## config.mk

```make
export PLATFORM = sky130hd
export DESIGN_NAME = fusion_unit_pipe
export DESIGN_NICKNAME = d
export VERILOG_FILES = /design/src/rtl/fusion_unit_pipe.sv
export SDC_FILE = /design/constraint.sdc
export NUM_CORES = 1
export LEC_CHECK = 0
export BUFFER_PORTS_ARGS = -buffer_cell sky130_fd_sc_hd__buf_2
export CAP_MARGIN = 20
export CORE_MARGIN = 1.5
export CORE_UTILIZATION = 60
export DETAILED_ROUTE_END_ITERATION = 10
export PLACE_DENSITY = 0.82
export SYNTH_ARGS = -nofsm -noshare
export SYNTH_HDL_FRONTEND = slang
export SYNTH_SLANG_ARGS = --single-unit
```

## constraint.sdc

```tcl
create_clock -name clk -period 31.9 [get_ports clk]
set_clock_uncertainty 0.2 [all_clocks]
set_input_delay 1.595 -clock clk [delete_from_list [all_inputs] [get_ports clk]]
set_output_delay 1.595 -clock clk [all_outputs]
set_load 0.01 [all_outputs]
```

## src/rtl/fusion_unit_pipe.sv

```systemverilog
// Bit Fusion processing element: 2x2-bit bricks fused per operand width into a
// dot product, three-stage pipeline with in-unit temporal accumulation.
module fusion_unit_pipe #(
  parameter int MAX_BITS = 8,
  parameter int ACC_W    = 32,
  parameter int WCODE_W  = $clog2($clog2(MAX_BITS))
) (
  input  logic                             clk,
  input  logic                             reset,
  input  logic                             in_valid,
  input  logic [MAX_BITS*MAX_BITS/2-1:0]   in,
  input  logic [MAX_BITS*MAX_BITS/2-1:0]   weight,
  input  logic [WCODE_W-1:0]               in_width,
  input  logic [WCODE_W-1:0]               weight_width,
  input  logic                             s_in,
  input  logic                             s_weight,
  input  logic                             acc_first,
  input  logic                             acc_last,
  output logic [ACC_W-1:0]                 psum_fwd,
  output logic                             psum_valid,
  output logic                             acc_ovf
);

  localparam int          OP_W     = MAX_BITS * MAX_BITS / 2;
  localparam int          NBRICK   = (MAX_BITS / 2) * (MAX_BITS / 2);
  localparam int          DOT_W    = 2 * MAX_BITS + 1;
  localparam int unsigned MAX_CODE = $clog2(MAX_BITS) - 1;

  if (ACC_W < 2 * MAX_BITS + 1) begin : g_acc_w_check
    $error("fusion_unit_pipe: ACC_W must be at least 2*MAX_BITS+1");
  end

  function automatic int unsigned decode_code(input logic [WCODE_W-1:0] c);
    int unsigned v;
    v = int'(c);
    if (v > MAX_CODE) v = MAX_CODE;
    return v;
  endfunction

  // Brick k belongs to lane k/(na*nb); within the lane, bricks walk the input
  // crumbs fastest, so the shift is 2*(input crumb + weight crumb).
  function automatic logic signed [DOT_W-1:0] brick_term(
    input int unsigned     k,
    input int unsigned     ca,
    input int unsigned     cb,
    input logic [OP_W-1:0] x,
    input logic [OP_W-1:0] w,
    input logic            sx,
    input logic            sw
  );
    int unsigned             na, nb, lane, r, j, m, xi, wi;
    logic [1:0]              cx, cw;
    logic signed [2:0]       bx, bw;
    logic signed [5:0]       p;
    logic signed [DOT_W-1:0] t;
    na   = 1 << ca;
    nb   = 1 << cb;
    lane = k >> (ca + cb);
    r    = k & ((1 << (ca + cb)) - 1);
    j    = r & (na - 1);
    m    = r >> ca;
    xi   = (lane << ca) + j;
    wi   = (lane << cb) + m;
    cx   = 2'(x >> (2 * xi));
    cw   = 2'(w >> (2 * wi));
    bx   = {sx && (j == na - 1) && cx[1], cx};
    bw   = {sw && (m == nb - 1) && cw[1], cw};
    p    = bx * bw;
    t    = DOT_W'(p);
    return t <<< (2 * (j + m));
  endfunction

  logic                     v1, sx1, sw1, f1, l1;
  logic [OP_W-1:0]          x1, w1;
  logic [WCODE_W-1:0]       cx1, cw1;
  logic                     v2, f2, l2;
  logic signed [DOT_W-1:0]  dot_c, dot2;
  logic signed [ACC_W-1:0]  acc, acc_next, dot_ext;
  logic signed [ACC_W:0]    sum_x;
  logic                     ovf_next;
  int unsigned              ca1, cb1;

  always_comb begin
    ca1   = decode_code(cx1);
    cb1   = decode_code(cw1);
    dot_c = '0;
    for (int unsigned k = 0; k < NBRICK; k++) begin
      dot_c = dot_c + brick_term(k, ca1, cb1, x1, w1, sx1, sw1);
    end
  end

  // Overflow is judged on the exact sum, one bit wider than the accumulator.
  always_comb begin
    dot_ext = ACC_W'(dot2);
    sum_x   = (ACC_W + 1)'(acc) + (ACC_W + 1)'(dot2);
    if (f2) begin
      acc_next = dot_ext;
      ovf_next = 1'b0;
    end else begin
      acc_next = sum_x[ACC_W-1:0];
      ovf_next = acc_ovf | (sum_x[ACC_W] ^ sum_x[ACC_W-1]);
    end
  end

  always_ff @(posedge clk) begin
    if (reset) begin
      v1         <= 1'b0;
      x1         <= '0;
      w1         <= '0;
      cx1        <= '0;
      cw1        <= '0;
      sx1        <= 1'b0;
      sw1        <= 1'b0;
      f1         <= 1'b0;
      l1         <= 1'b0;
      v2         <= 1'b0;
      dot2       <= '0;
      f2         <= 1'b0;
      l2         <= 1'b0;
      acc        <= '0;
      acc_ovf    <= 1'b0;
      psum_fwd   <= '0;
      psum_valid <= 1'b0;
    end else begin
      v1         <= in_valid;
      x1         <= in;
      w1         <= weight;
      cx1        <= in_width;
      cw1        <= weight_width;
      sx1        <= s_in;
      sw1        <= s_weight;
      f1         <= acc_first;
      l1         <= acc_last;
      v2         <= v1;
      dot2       <= dot_c;
      f2         <= f1;
      l2         <= l1;
      psum_valid <= v2 && l2;
      if (v2) begin
        acc     <= acc_next;
        acc_ovf <= ovf_next;
        if (l2) psum_fwd <= acc_next;
      end
    end
  end

endmodule

```

==> metrics.csv <==
stage,metric,value,unit
run_status,status,completed,
yosys,main combinational cell family by area after synthesis,adder cells,
drt,final wirelength,99.2,mm
drt,uppermost layer routed,met4,
drt,DR vias,27700,
yosys,Mapped Cells,3604,
global_route,Overflow after GRT,0,
floorplan,row cnt,81,
floorplan,Die ar.,50600,um^2
yosys,adder-cell share of the synthesized area,28.5,%
drt,WL per Instance,23.4,um
placement,input/output buffers,108,
timing,unrepaired setup endpoints after global routing,false,
worst_setup_path,Reg2Reg Setup Slack,15.95,ns
worst_setup_path,CP Capture Type,flop,
clock_tree,CTS tree,built,
power_and_ir_drop,Pleak,13.5,nW
power_and_ir_drop,worst-case vdd ir drop,0.105,mV
yosys,"Avg Cell Area, Syn",8.20,um^2
yosys,post-synthesis xor/xnor area fraction,5.09,%
run,max-cap viol count,0,
worst_setup_path,CP startpoint,cx1[0],
drt,M1 WL,35.4,mm
timing,Worst Tran Pin Value,1.25,ns
global_route,first-pass GRT wire length,151,mm
yosys,Simple-Gate Fraction of Synth Area,18.6,%
yosys,Main synth FF type,dfxtp_1,
worst_setup_path,CP Depth,51,
min_path,hold depth,1,
floorplan,initial core utilization,60.7,%
clock_tree,# Post-CTS Setup Buffers,0,
worst_setup_path,r2r endpoint,dot2[16],
timing,fin crit share,50.0,%
yosys,library cells used by synthesis,91,
finish,Synth-to-Final Area Change,4.97,%
clock_tree,CTS Hold Buffers Added,0,
worst_setup_path,CP max FO,46,
clock_tree,CTS resizes,0,
timing,Final Hold Viols,0,
drt,metal3 WL,12.5,mm
worst_setup_path,Critical Path RT,32.12,ns
clock_tree,H-tree depth,4,
global_route,GRT Overall Usage,39.5,%
yosys,fraction of synthesized area in multiplexers,12.9,%
drt,drt pass-1 iters,6,
yosys,ys async rst share,0,%
yosys,Synth Register Bits,159,
worst_setup_path,"delay-heaviest family, CP",adder cells,
global_route,largest net degree at the start of global routing,88,
clock_tree,Clock Latency Late Sink,0.49,ns
clock_tree,Num CTS Buffers,17,
yosys,Post-synth EDFFs,0,
clock_tree,clk sink count,159,
floorplan,Core Box Area,48700,um^2
floorplan,I/O pin count,109,
clock_tree,"Clk pin slew, worst setup/hold paths",0.07,ns
placement,GPL Wtd Cong,1.08,
power_and_ir_drop,Power per Cell Area,69.2,nW/um^2
placement,Detail Placement HPWL,77.5,mm
timing,fin crit period,15.95,ns
worst_setup_path,Reg2Reg Launch Point,cx1[0],
worst_setup_path,crit path capture,dot2[16],
worst_setup_path,worst setup path category,reg2reg,
finish,layout cell share with drive strength beyond 1,10.3,%
drt,DRC viols,0,
global_route,vias in the first global route,26300,
worst_setup_path,worst-case reg-to-reg path depth,51,
drt,DR vias/cell,6.52,
global_route,initial antenna violation count,1,
yosys,sequential fraction of the synthesis area,10.8,%
worst_setup_path,crit path launch type,flop,
clock_tree,root buffer cell,clkbuf_16,
floorplan,Die H,225,um
worst_setup_path,CP arrival,16.17,ns
floorplan,Die W,225,um
timing,fmax,62.7,MHz
min_path,worst hold path class,reg2reg,
drt,met2 WL,42.0,mm
drt,iteration-0 DRC count of the detailed router,3450,
finish,fillers,4207,
worst_setup_path,critical path's slowest cell,a221oi_1,
timing,Slew Limit Fails,0,
finish,Final Net Count,4130,
timing,headroom to the max-slew limit,15.8,%
yosys,post-synthesis compound-gate area fraction,16.2,%
timing,final setup violation count,0,
drt,"antenna viol nets, final",0,
worst_setup_path,Crit path buffers/inverters,11,
yosys,Synth Cell Area,29600,um^2
timing,setup TNS,0,ns
worst_setup_path,Worst path max stage delay,1.02,ns
yosys,Synth warnings,0,
clock_tree,clock buffer depth,2,
finish,Final Core Density,63.7,%
-- cell families after synthesis --
| group | after synthesis |
|---|---|
| AND/OR/NAND/NOR | 1170 |
| AO/OA/AOI/OAI | 768 |
| buffers and inverters | 615 |
| adder cells (fa/ha/maj) | 488 |
| multiplexers | 235 |
| XOR/XNOR | 167 |
| flip-flops | 159 |
| other | 2 |
-- worst min path at each step --
stage	to	from
2_1_floorplan	f2	f1
3_3_place_gp	f2	f1
3_5_place_dp	l2	l1
4_1_cts	v2	v1
5_1_grt	f2	f1
6_report	l2	l1
-- metrics by stage --
| step | setup WS (ns) | power (mW) | cell area, um^2 | instances | hold slack (ns) |
|---|---|---|---|---|---|
| final | 15.95 | 2.15 | 31000 | 4245 | 0.246 |
| after global placement | 16.83 | 1.85 | 30400 | 4209 | 0.218 |
| after floorplan | 19.10 | 1.49 | 29600 | 3620 | 0.214 |
| after detailed placement | 16.29 | 1.90 | 30400 | 4209 | 0.238 |
| after CTS | 16.25 | 2.12 | 31000 | 4241 | 0.255 |
| after global routing | 14.87 | 2.32 | 31000 | 4244 | 0.259 |
-- synthesized netlist by cell type, types with 6 or more instances --
master / instances / share of area [%]
inv_1: 396 / 5.0
nand2_1: 368 / 4.7
nor2_1: 330 / 4.2
fa_1: 308 / 21
a21oi_1: 221 / 3.7
o21ai_0: 183 / 3.1
ha_1: 180 / 7.6
clkbuf_1: 175 / 2.2
dfxtp_1: 159 / 11
xnor2_1: 116 / 3.4
mux4_2: 114 / 8.7
nor2b_1: 112 / 2.4
mux2i_1: 100 / 3.4
a211oi_1: 75 / 1.9
nand3_1: 72 / 1.2
nor3_1: 65 / 1.1
a31oi_1: 60 / 1.3
xor2_1: 47 / 1.4
nand2b_1: 46 / 0.97
a21o_1: 36 / 0.91
or3_1: 32 / 0.68
and2_1: 29 / 0.61
or2_2: 29 / 0.61
and3_1: 23 / 0.49
o211ai_1: 23 / 0.58
o22ai_1: 23 / 0.49
buf_1: 20 / 0.25
mux2_2: 20 / 0.76
o21a_1: 19 / 0.48
o21bai_1: 17 / 0.43
nand4_1: 15 / 0.32
a21boi_0: 14 / 0.36
buf_2: 13 / 0.22
nand3b_1: 10 / 0.25
o31ai_1: 10 / 0.25
a311oi_1: 8 / 0.24
a2111oi_0: 7 / 0.21
a31o_2: 7 / 0.21
nor4_1: 7 / 0.15
or4_1: 7 / 0.18
a221oi_1: 6 / 0.18
nor3b_1: 6 / 0.15
o22a_1: 6 / 0.18
-- cell usage in the layout (no fill, tap or decap), types with 75 or more instances in the layout --
cell	instances
a21oi_1	221
nor2_1	329
ha_1	180
o21ai_0	183
mux2i_1	100
mux4_2	114
xnor2_1	116
inv_1	396
fa_1	308
buf_2	107
nor2b_1	112
a211oi_1	75
nand2_1	368
dfxtp_1	156
-- power by group --
part           internal (mW)  switching [mW]  leakage (nW)
Sequential             0.221          0.0233          1.31
Clock                  0.111           0.103         0.287
Combinational          0.705           0.986          11.9
Total                   1.04            1.11          13.5
-- per-layer routing --
layer / track usage (%) / vias up
met5: 0 / -
met3: 10.8 / 506
met1: 48.5 / 13000
li1: - / 12300
met4: 30.9 / 0
met2: 58.8 / 1975
-- cell type report --
type	instances	area [um^2]	area share, %
antenna	1	2.50	0.00806
clock buffer	17	425	1.37
clock inverter	15	173	0.556
inverter	403	1510	4.87
multi-input combinational	2846	24100	77.7
sequential	159	3190	10.3
tap	664	831	2.68
timing repair buffer	140	783	2.52
-- flip-flops by register name, summed over array words and instances (netlist names), 2 cells and up --
signal / cells
acc: 32
cw1: 2
x1: 32
w1: 32
cx1: 2
psum_fwd: 32
dot2: 17
No activity file was read; power rests on OpenSTA's default activity.
